$ cat config.mk
export PLATFORM = sky130hd
export DESIGN_NAME = mux_scan_reg
export DESIGN_NICKNAME = d
export VERILOG_FILES = /design/src/rtl/mux_scan_reg.sv
export SDC_FILE = /design/constraint.sdc
export NUM_CORES = 1
export LEC_CHECK = 0
export CAP_MARGIN = 20
export CORE_MARGIN = 3
export CORE_UTILIZATION = 35
export CTS_BUF_LIST = sky130_fd_sc_hd__clkbuf_8
export CTS_CLUSTER_SIZE = 10
export DETAILED_ROUTE_END_ITERATION = 10
export PLACE_DENSITY = 0.67
export SYNTH_ARGS = -nofsm -noshare
export SYNTH_HDL_FRONTEND = slang
export SYNTH_SLANG_ARGS = --single-unit
$ cat constraint.sdc
create_clock -name clk -period 2.1 [get_ports clk]
set_input_delay 0.21 -clock clk [delete_from_list [all_inputs] [get_ports clk]]
set_output_delay 0.21 -clock clk [all_outputs]
set_load 0.02 [all_outputs]
$ cat src/rtl/mux_scan_reg.sv
// mux_scan_reg: registered channel mux with manual select or dwell-based round-robin scan,
// valid/ready output handshake, wrap and out-of-range error pulses.
module mux_scan_reg #(
  parameter int N = 4,
  parameter int W = 8,
  parameter int DWELL = 2,
  localparam int SW = (N > 2) ? $clog2(N) : 1
) (
  input  logic          clk,
  input  logic          rst,
  input  logic [N*W-1:0] w,
  input  logic [SW-1:0] s,
  input  logic          mode,
  input  logic          en,
  input  logic          f_ready,
  output logic [W-1:0]  f,
  output logic [SW-1:0] ch,
  output logic          f_valid,
  output logic          wrap,
  output logic          err
);
  typedef enum logic {MANUAL, SCAN} state_e;
  state_e state_q, state_d;
  logic [SW-1:0] ptr_q, ptr_d, ptr_cur, ptr_inc, sel, ch_d;
  logic [7:0] dcnt_q, dcnt_d, dcnt_cur, dcnt_inc;
  logic [W-1:0] f_d, data;
  logic fv_d, wrap_d, err_d, cap, scan_cap, enter_scan, oor, last, at_end;
  always_ff @(posedge clk) state_q <= rst ? MANUAL : state_d;
  always_comb state_d = mode ? SCAN : MANUAL;
  // entering scan restarts the sweep, and a capture in that same cycle already sees channel 0
  assign enter_scan = (state_q == MANUAL) && mode;
  assign ptr_cur = enter_scan ? '0 : ptr_q;
  assign dcnt_cur = enter_scan ? '0 : dcnt_q;
  assign cap = en && (!f_valid || f_ready);
  assign scan_cap = cap && mode;
  assign sel = mode ? ptr_cur : s;
  assign oor = !mode && (32'(s) >= 32'(N));
  assign dcnt_inc = dcnt_cur + 8'd1;
  assign last = dcnt_inc == 8'(DWELL);
  assign at_end = ptr_cur == SW'(N - 1);
  assign ptr_inc = at_end ? '0 : ptr_cur + SW'(1);
  // unmatched (out-of-range) selects fall through to zero
  always_comb begin
    data = '0;
    for (int k = 0; k < N; k++) data = (sel == SW'(k)) ? w[k*W +: W] : data;
  end
  always_comb begin
    f_d = cap ? data : f;
    ch_d = cap ? sel : ch;
    fv_d = cap || (f_valid && !f_ready);
    err_d = cap && oor;
    wrap_d = scan_cap && last && at_end;
    dcnt_d = scan_cap ? (last ? '0 : dcnt_inc) : dcnt_cur;
    ptr_d = (scan_cap && last) ? ptr_inc : ptr_cur;
  end
  always_ff @(posedge clk) begin
    if (rst) begin
      f <= '0;
      ch <= '0;
      f_valid <= 1'b0;
      wrap <= 1'b0;
      err <= 1'b0;
      ptr_q <= '0;
      dcnt_q <= '0;
    end else begin
      f <= f_d;
      ch <= ch_d;
      f_valid <= fv_d;
      wrap <= wrap_d;
      err <= err_d;
      ptr_q <= ptr_d;
      dcnt_q <= dcnt_d;
    end
  end
endmodule

==> flow_summary.json <==
{
  "routabilityCongestion": 0.7987,
  "h-tree-depth": 1,
  "clock-sinks": 23,
  "status": "completed",
  "cts_root_buf": "clkbuf_8",
  "die-area_um2": 4541,
  "drive_above_1_share": 0.1809,
  "synth_compound_area_frac": 0.1556,
  "period_needed_ns": 1.854,
  "p_leak_nw": 0.7000,
  "worstPathArrival_ns": 2.07,
  "ctsHoldBuffers": 0,
  "synth_xor_area_frac": 0.03985,
  "end_kind": "flop",
  "drt_iter0_drc": 37,
  "critPathKind": "primary input to flop",
  "drt_pre_antenna_iters": 4,
  "num_io_pins": 52,
  "antenna_found_initial": 0,
  "post_cts_buffers": 0,
  "fin_skew_ns": 0.002003,
  "dpl_cell_area_um2": 1859,
  "cts_resized": 0,
  "synthAdderAreaFrac": 0.009488,
  "vias": 1220,
  "remaining_drc_errors": 0,
  "areaGrowthSynthToFinish_pct": 44.40,
  "synth_nets": 178,
  "gr-total-overflow": 0,
  "worstPathRequired_ns": 2.31,
  "postSynthAreaPerCell_um2": 9.556,
  "start_util": 0.3802,
  "muxShareOfSynthArea": 0.1480,
  "core-area_um2": 3468,
  "finalCritPeriodShare": 0.8830,
  "synth_cell_types": 40,
  "synth_area_um2": 1319,
  "grt_pass1_vias": 1207,
  "drv_cap": 0,
  "synthCells": 138,
  "grt_usage": 0.1630,
  "antenna_left": 0,
  "design_power_total_uw": 977.1,
  "wl_per_cell_um": 14.31,
  "slew_violations": 0,
  "die_w_um": 67.39,
  "crit_fanout": 9,
  "synth_top_family_by_area": "simple AND/OR/NAND/NOR gates",
  "yosysWarnings": 0,
  "clkLatencyLatePin_ns": 0.27,
  "hold_violations": 0,
  "worstMarginPinSlew_ns": 0.9904,
  "cts_made_buffers": 3,
  "num_rows": 21,
  "grt_max_degree": 20,
  "slew_headroom": 0.3347,
  "num_antenna_cells": 0,
  "cp-start-kind": "primary input",
  "clk_pin_slew_ns": 0.08,
  "yosys.area_share.simple": 0.2296,
  "cts_tree": "yes",
  "peakVddDrop_mv": 0.2497,
  "cellPowerDensity_nw_per_um2": 513.1,
  "reg2reg_slack_ns": 0.28,
  "setup_viol_count_final": 0,
  "fmax_mhz": 539.3,
  "route.final.wire_length_mm": 3.349,
  "vias_per_cell": 5.214,
  "numPortBuffers": 50,
  "dp_hpwl_mm": 2.623,
  "final_cell_area_um2": 1904,
  "die_h_um": 67.39,
  "synth_seq_area_share": 0.3491,
  "hp-class": "flop to flop",
  "cts_max_path_buffers": 2,
  "fin_nets": 229,
  "num-fill-cells": 343,
  "grt_pass1_wl_mm": 5.568,
  "ys_seq_elements": 23,
  "grt_setup_unrepaired": "no"
}
## flip-flops by register name, indices dropped and copies added, names as in the netlist
signal and cells:
ch 2, dcnt_q 8, f 8, f_valid 1, ptr_q 2, state_q 1, wrap 1
## worst max-delay path: stages
cell	delay [ns]
clkdlybuf4s50_1	0.42
buf_4	0.17
nor2b_1	0.11
a31oi_1	0.07
nor3_1	0.78
a221o_1	0.30
## through the flow
step | setup TNS (ns) | utilization | hold WS [ns] | setup WS, ns | cells
6_report | 0 | 0.5491 | 0.5060 | 0.2457 | 234
5_1_grt | 0 | 0.5491 | 0.5518 | 0.05511 | 234
4_1_cts | 0 | 0.5491 | 0.5081 | 0.2221 | 234
3_5_place_dp | -0.3719 | 0.5361 | 0.4969 | -0.05873 | 230
3_3_place_gp | 0 | 0.5361 | 0.4740 | 0.06934 | 230
2_1_floorplan | 0 | - | 0.3369 | 0.2651 | 138
## cell usage after synthesis (all sizes together)
cell type,count,share of area
nor3,2,0.0076
a311o,1,0.0085
dfxtp,23,0.35
and2,3,0.014
a211o,1,0.0076
inv,3,0.0085
nand4b,1,0.0066
xor2,6,0.040
a221o,8,0.061
or2b,2,0.013
clkbuf,5,0.022
or3,2,0.0095
o21ai,4,0.015
nand2b,2,0.0095
and3,2,0.010
a21oi,3,0.011
and2b,1,0.0057
a22oi,1,0.0057
nor2b,3,0.014
nand3,4,0.015
a31oi,2,0.014
nor3b,10,0.057
nand4,2,0.0095
mux2,17,0.15
conb,1,0.0028
nor2,9,0.026
and4,1,0.0066
ha,1,0.0095
a211oi,4,0.027
buf,5,0.035
nand2,8,0.025
o211ai,1,0.0057
## logic make-up after synthesis
kind of cell	Yosys count
AOI/OAI and AO/OA	25
xor gates and xnor gates	6
adders and majority gates	1
buffers and inverters	13
DFF	23
muxes	17
other	1
and+or+nand+nor	52
## path summary, 6_finish.rpt
kind / start / end / depth (start not counted)
worst max-delay path: mode / f[3] / 6
worst min-delay path: ch[1] / ch[1] / 2
worst max register to register: dcnt_q[3] / ptr_q[0] / 5
worst min register to register: ch[1] / ch[1] / 2
## layout by cell type, fill, tap and decap left out, types with 2 or more instances in the layout
master	netlist	layout
nor3b_1	10	10
buf_4	1	5
nor2b_1	3	3
nor2_1	9	9
o21ai_0	4	4
mux2_2	16	16
and2_1	3	3
nand3_1	4	4
a211oi_1	3	3
clkdlybuf4s50_1	0	50
a21oi_1	3	3
dfxtp_1	23	23
inv_1	3	4
nand4_1	2	2
nand2b_1	2	2
or3_1	2	2
or2b_2	2	2
xor2_1	6	6
clkbuf_8	1	3
nand2_1	7	7
nor3_1	2	2
a221o_1	8	8
## layout make-up
| type | instances | area, um2 | area share |
|---|---|---|---|
| clock buffers | 3 | 41.29 | 0.02168 |
| clock inverters | 1 | 3.754 | 0.001971 |
| multi-input cells | 102 | 772.0 | 0.4054 |
| flip-flops and latches | 23 | 460.4 | 0.2418 |
| well taps | 46 | 57.56 | 0.03022 |
| repair buffers | 56 | 558.0 | 0.2930 |
| inverters | 3 | 11.26 | 0.005913 |
## per-layer routing
layer | track usage | share of wire | wire length [um]
met1 | 0.1813 | 0.40 | 1326
met2 | 0.2798 | 0.50 | 1667
met3 | 0.05491 | 0.082 | 275
met4 | 0.07342 | 0.024 | 80
met5 | 0 | 0 | 0
## power breakdown
| group | total, mW | switching (mW) | internal (mW) |
|---|---|---|---|
| Sequential | 0.467 | 0.0120 | 0.455 |
| Clock | 0.274 | 0.143 | 0.131 |
| Combinational | 0.236 | 0.0903 | 0.145 |
| Total | 0.977 | 0.246 | 0.731 |
Power figures use the tool's default switching activity.
